==> config.mk <==
export PLATFORM = sky130hd
export DESIGN_NAME = ir_frame_ctrl
export DESIGN_NICKNAME = d
export VERILOG_FILES = /design/src/rtl/ir_frame_ctrl.sv
export SDC_FILE = /design/constraint.sdc
export NUM_CORES = 1
export LEC_CHECK = 0
export CORE_ASPECT_RATIO = 0.9
export CORE_MARGIN = 2
export CORE_UTILIZATION = 52
export CTS_CLUSTER_SIZE = 20
export DETAILED_ROUTE_END_ITERATION = 8
export PLACE_DENSITY = 0.75
export RECOVER_POWER = 50
export SLEW_MARGIN = 20
export SYNTH_ARGS = -nofsm -noshare
export SYNTH_HDL_FRONTEND = slang
export SYNTH_SLANG_ARGS = --single-unit
==> constraint.sdc <==
create_clock -name clk -period 3.3 [get_ports clk]
set_clock_uncertainty 0.05 [all_clocks]
set_input_delay 0.66 -clock clk [delete_from_list [all_inputs] [get_ports clk]]
set_output_delay 0.66 -clock clk [all_outputs]
set_load 0.02 [all_outputs]
==> src/rtl/ir_frame_ctrl.sv <==
// ir_frame_ctrl: validates decoded NEC frames, replays repeat codes inside a hold window, buffers key events in a FWFT FIFO.
// Latency: rx_complete rise to fifo_empty low in 3 cycles; repeat_in pulse to fifo_empty low in 2 cycles.
// Backpressure: none toward the receiver; an event arriving while the FIFO is full is dropped and latched in overflow.
//
// Build option: define IR_EXT_ADDR_EN for extended NEC (16-bit address). In that mode only the command complement
// is checked, and rd_data[23:16] carries the high address byte.
//
// Ports:
//   clk, reset             rising-edge clock, synchronous active-high reset
//   rx_complete, rx_data   receiver frame-done level and decoded frame {cmd_inv, cmd, addr_inv, addr}
//   repeat_in              one-cycle NEC repeat pulse
//   rd_en                  pop request (ignored when empty)
//   clr                    one-cycle pulse clearing err_cnt and overflow
//   rd_data, rd_repeat     FIFO head {addr_hi, addr, cmd} and its repeat flag
//   fifo_empty, fifo_full  FIFO occupancy flags
//   overflow, err_cnt      sticky drop flag, saturating rejected-frame count
//   hold_active            repeat codes are currently accepted
module ir_frame_ctrl #(
  parameter int FIFO_DEPTH  = 4,
  parameter int HOLD_CYCLES = 5500000,
  parameter int TMR_W       = 23
) (
  input  logic        clk,
  input  logic        reset,
  input  logic        rx_complete,
  input  logic [31:0] rx_data,
  input  logic        repeat_in,
  input  logic        rd_en,
  input  logic        clr,
  output logic [23:0] rd_data,
  output logic        rd_repeat,
  output logic        fifo_empty,
  output logic        fifo_full,
  output logic        overflow,
  output logic [7:0]  err_cnt,
  output logic        hold_active
);

  localparam int AW = (FIFO_DEPTH > 1) ? $clog2(FIFO_DEPTH) : 1;
  localparam int CW = AW + 1;

  typedef enum logic [1:0] {
    IDLE  = 2'd0,
    CHECK = 2'd1,
    PUSH  = 2'd2
  } state_t;

  state_t state, state_d;

  logic             rx_complete_q;
  logic             pend_frame, pend_rep;
  logic [31:0]      frame_q;
  logic [24:0]      push_q;        // {repeat flag, addr_hi, addr, cmd}
  logic [23:0]      last_event;
  logic [TMR_W-1:0] hold_tmr;

  logic [24:0]      mem [FIFO_DEPTH];
  logic [AW-1:0]    wr_ptr, rd_ptr;
  logic [CW-1:0]    count;

  logic frame_evt;
  logic frame_ok;
  logic capture, rep_svc, load_rep, load_frame, frame_err, do_push;
  logic pop, push_ok;

  assign frame_evt   = rx_complete & ~rx_complete_q;
  assign hold_active = (hold_tmr != '0);

`ifdef IR_EXT_ADDR_EN
  assign frame_ok = (frame_q[31:24] == ~frame_q[23:16]);
`else
  assign frame_ok = (frame_q[31:24] == ~frame_q[23:16]) && (frame_q[15:8] == ~frame_q[7:0]);
`endif

  assign fifo_empty = (count == '0);
  assign fifo_full  = (count == CW'(FIFO_DEPTH));
  assign pop        = rd_en & ~fifo_empty;
  // A pop in the same cycle frees the slot, so a push into a full FIFO is still accepted.
  assign push_ok    = do_push & (~fifo_full | pop);

  assign rd_data    = mem[rd_ptr][23:0];
  assign rd_repeat  = mem[rd_ptr][24];

  always_ff @(posedge clk) begin
    if (reset) state <= IDLE;
    else       state <= state_d;
  end

  always_comb begin
    state_d    = state;
    capture    = 1'b0;
    rep_svc    = 1'b0;
    load_rep   = 1'b0;
    load_frame = 1'b0;
    frame_err  = 1'b0;
    do_push    = 1'b0;
    case (state)
      IDLE: begin
        // A frame always takes priority; a repeat seen in the same cycle is dropped.
        if (frame_evt || pend_frame) begin
          capture = 1'b1;
          state_d = CHECK;
        end else if (repeat_in || pend_rep) begin
          rep_svc = 1'b1;
          if (hold_active) begin
            load_rep = 1'b1;
            state_d  = PUSH;
          end
        end
      end
      CHECK: begin
        if (frame_ok) begin
          load_frame = 1'b1;
          state_d    = PUSH;
        end else begin
          frame_err = 1'b1;
          state_d   = IDLE;
        end
      end
      PUSH: begin
        do_push = 1'b1;
        state_d = IDLE;
      end
      default: state_d = IDLE;
    endcase
  end

  always_ff @(posedge clk) begin
    if (reset) begin
      // Reset high so a frame-done level already present at release is not seen as a new frame.
      rx_complete_q <= 1'b1;
      pend_frame    <= 1'b0;
      pend_rep      <= 1'b0;
      frame_q       <= '0;
      push_q        <= '0;
      last_event    <= '0;
      hold_tmr      <= '0;
      err_cnt       <= '0;
      overflow      <= 1'b0;
    end else begin
      rx_complete_q <= rx_complete;

      if (capture)                        pend_frame <= 1'b0;
      else if (frame_evt && state != IDLE) pend_frame <= 1'b1;

      if (rep_svc)                        pend_rep <= 1'b0;
      else if (repeat_in && state != IDLE) pend_rep <= 1'b1;

      if (capture) frame_q <= rx_data;

      if (load_rep) begin
        push_q <= {1'b1, last_event};
      end else if (load_frame) begin
        push_q     <= {1'b0, frame_q[15:8], frame_q[7:0], frame_q[23:16]};
        last_event <= {frame_q[15:8], frame_q[7:0], frame_q[23:16]};
      end

      // Reload even when the event is dropped for overflow: the key is still held.
      if (do_push)               hold_tmr <= TMR_W'(HOLD_CYCLES);
      else if (hold_tmr != '0)   hold_tmr <= hold_tmr - TMR_W'(1);

      if (clr)                              err_cnt <= '0;
      else if (frame_err && err_cnt != 8'hFF) err_cnt <= err_cnt + 8'd1;

      if (clr)                              overflow <= 1'b0;
      else if (do_push && fifo_full && !pop) overflow <= 1'b1;
    end
  end

  always_ff @(posedge clk) begin
    if (reset) begin
      wr_ptr <= '0;
      rd_ptr <= '0;
      count  <= '0;
      for (int i = 0; i < FIFO_DEPTH; i++) mem[i] <= '0;
    end else begin
      if (push_ok) begin
        mem[wr_ptr] <= push_q;
        wr_ptr      <= wr_ptr + AW'(1);
      end
      if (pop) rd_ptr <= rd_ptr + AW'(1);
      case ({push_ok, pop})
        2'b10:   count <= count + CW'(1);
        2'b01:   count <= count - CW'(1);
        default: count <= count;
      endcase
    end
  end

endmodule

==> out/metrics.yaml <==
syn_nets: 924
grt_pass1_vias: 6133
hold_end: "last_event[10]"
drtIter0Drc: 364
multi_input_area_um2: 3438
slew_headroom_pct: -4.212
cts_sinks: 227
via_per_inst: 5.344
synthFlopType: "dfxtp_1"
synth-compound-area-share_pct: 7.260
syn2layout_area_growth_pct: 17.64
min-delay-start: "last_event[10]"
grt_antenna_before_repair: 0
core_um2: 17610
antennaDiodeCount: 0
place_inst: 1164
critPathLaunchType: "flip-flop"
min_period_ns: 3.184
cts-root-buf: "clkbuf_16"
hold_buffers: 0
ys_types: 47
clockBufferDepth: 3
grt_use_total_pct: 19.88
synthAdderAreaFrac_pct: 0.6151
port_buffers: 74
ys_warn_count: 0
clk_pin_slew_ns: 0.06
regToRegStartpoint: "frame_q[17]"
place.detailed.hpwl_um: 12170
arrival_ns: 2.47
gr-total-overflow: 0
final_max_slew_viol_count: 105
syn-cell-area_um2: 9358
tritoncts: "yes"
hold_violations: 0
drcViolationCount: 0
required_ns: 2.59
r2r_cells: 8
synth-seq-cells: 227
place_ws_ns: 0.6005
drt_pass1_iterations: 5
synthTopCellsByArea: "edfxtp_1 32%, dfxtp_1 27%, nand2_1 7.2%, mux4_2 6.0%, a21oi_1 4.1%"
ir_drop_uv: 453.1
wl_per_cell_um: 15.84
io_pins: 75
synth_mux_area_share_pct: 6.137
clock_latency_ns: 0.51
die_y_um: 131.3
powerDensity_nw_per_um2: 702.5
gp_congestion: 0.8036
max_freq_mhz: 314.1
post-route-period-util_pct: 96.48
fillers: 1409
critPathMaxFanout: 6
start_util_pct: 53.13
status: "complete, but fails checks"
die_area_um2: 19090
worstMarginPinSlew_ns: 1.563
ys_seq_area_share_pct: 59.26
cts_repair_resize_count: 0
reg2reg_to: "last_event[14]"
cp-end-kind: "primary output"
dieWidth_um: 145.4
numCtsBuffers: 24
instances_no_fill: 1208
drive_gt1_share_pct: 9.504
violations: "capacitance limit, slew limit"
hold_class: "flip-flop to flip-flop"
seqCellArea_um2: 5545
critical_path_class: "flip-flop to primary output"
rsz0062_at_grt: "false"
postCtsSetupRepairBufs: 0
fin_hold_ws_ns: 0.4043
avgSynthCellArea_um2: 10.61
synth_common_cells: "179 x nand2_1, 127 x dfxtp_1, 100 x edfxtp_1"
antenna_left: 0
wirelength_um: 19130
synth_top_area_share_pct: 32.09
synthXorXnorAreaFrac_pct: 4.305
h-tree-depth: 1
grt_max_degree: 79
setup_violations: 0
vias: 6456
synth_async_sr_flop_share_pct: 0
grt_pass1_wl_um: 31240
synth-simple-area-share_pct: 18.24
nets: 992
yosys.area.top_type: "edfxtp_1"
synth_top_family_by_area: "simple AND/OR/NAND/NOR gates"
r2r_slack_ns: 0.61
row_count: 46
synthCells: 882
maxCapViolCount: 2
power_leakage_nw: 3.972
yosysMostFrequentCell: "nand2_1"
setup_ws_ns: 0.1161
synth_edf_count: 100
min_path_cells: 2
## layout make-up
cell class | instances | area share [%]
well taps | 240 | 2.728
multi-input cells | 571 | 31.23
inverters | 34 | 1.159
clock inverters | 9 | 0.5797
clock buffers | 35 | 6.126
repair buffers | 92 | 7.797
flip-flops and latches | 227 | 50.37
## worst max path at each step
stage / start / end / cells after the start / slack, ns
after detailed placement: hold_tmr[5] / hold_active / 4 / 0.60
after global routing: hold_tmr[5] / hold_active / 4 / 0.02
after floorplan: rd_en / mem[1][0] / 4 / -0.07
final: hold_tmr[5] / hold_active / 4 / 0.12
after CTS: hold_tmr[5] / hold_active / 4 / 0.06
after global placement: rd_en / mem[0][6] / 6 / 0.61
## stage by stage
step | power [mW] | util, % | setup TNS, ns | cell area (um2)
2_1_floorplan | 4.762 | - | -3.312 | 9358
3_3_place_gp | 5.281 | 58.61 | 0 | 10320
3_5_place_dp | 5.314 | 58.61 | 0 | 10320
4_1_cts | 7.803 | 62.80 | 0 | 11060
5_1_grt | 8.090 | 62.50 | 0 | 11010
6_report | 7.734 | 62.50 | 0 | 11010
## state kept, by name, indices dropped and copies added, names as in the netlist, 2 cells and up, named ones only
register and cells:
mem 100, frame_q 32, push_q 25, last_event 24
hold_tmr 23, err_cnt 8, count 3, rd_ptr 2
state 2, wr_ptr 2
## logic make-up after synthesis
logic type,count (synthesis)
fa+ha+maj,4
flops,227
compound gates,117
simple gates,378
buf+inv,84
xor+xnor,46
mux,26
## power by group
group	internal, mW	switching [mW]	leakage (nW)
logic	0.891	1.01	1.53
clock network	1.43	1.07	0.372
registers	3.16	0.174	2.07
## cell usage in the layout (no fill, tap or decap), drive strengths merged, types with 2 or more instances in the layout
cell	Yosys	layout
a21oi	76	76
nor4	9	9
and3	4	4
nand3	29	29
clkbuf	40	43
o21ai	8	8
o31ai	2	2
nor3	15	15
or4	4	4
or2	3	3
ha	3	3
a211oi	2	2
clkdlybuf4s50	0	72
clkinv	0	8
nand2b	3	3
mux4	25	25
nand4	6	6
nor2	89	89
or3	3	3
edfxtp	100	100
nor3b	2	2
inv	34	35
buf	9	11
dfxtp	127	127
nand2	179	179
nand3b	2	2
and2	26	26
nor2b	3	3
xnor2	25	25
xor2	21	21
a31oi	24	24
## per-layer routing
metal | global-route usage, % | vias to the layer above | routed length [um]
li1 | - | 3178 | -
met1 | 28.82 | 3080 | 9013
met3 | 3.125 | 25 | 1053
met2 | 31.81 | 173 | 8693
met5 | 0 | - | 0
met4 | 4.521 | 0 | 369
## worst max-delay path, cell delays in order (launching register included)
cell	delay, ns
dfxtp_1	0.35
or4_1	0.67
nor3_4	0.29
nand4_1	0.12
clkdlybuf4s50_1	0.55
Note: power is estimated with default switching activity, not from simulation.
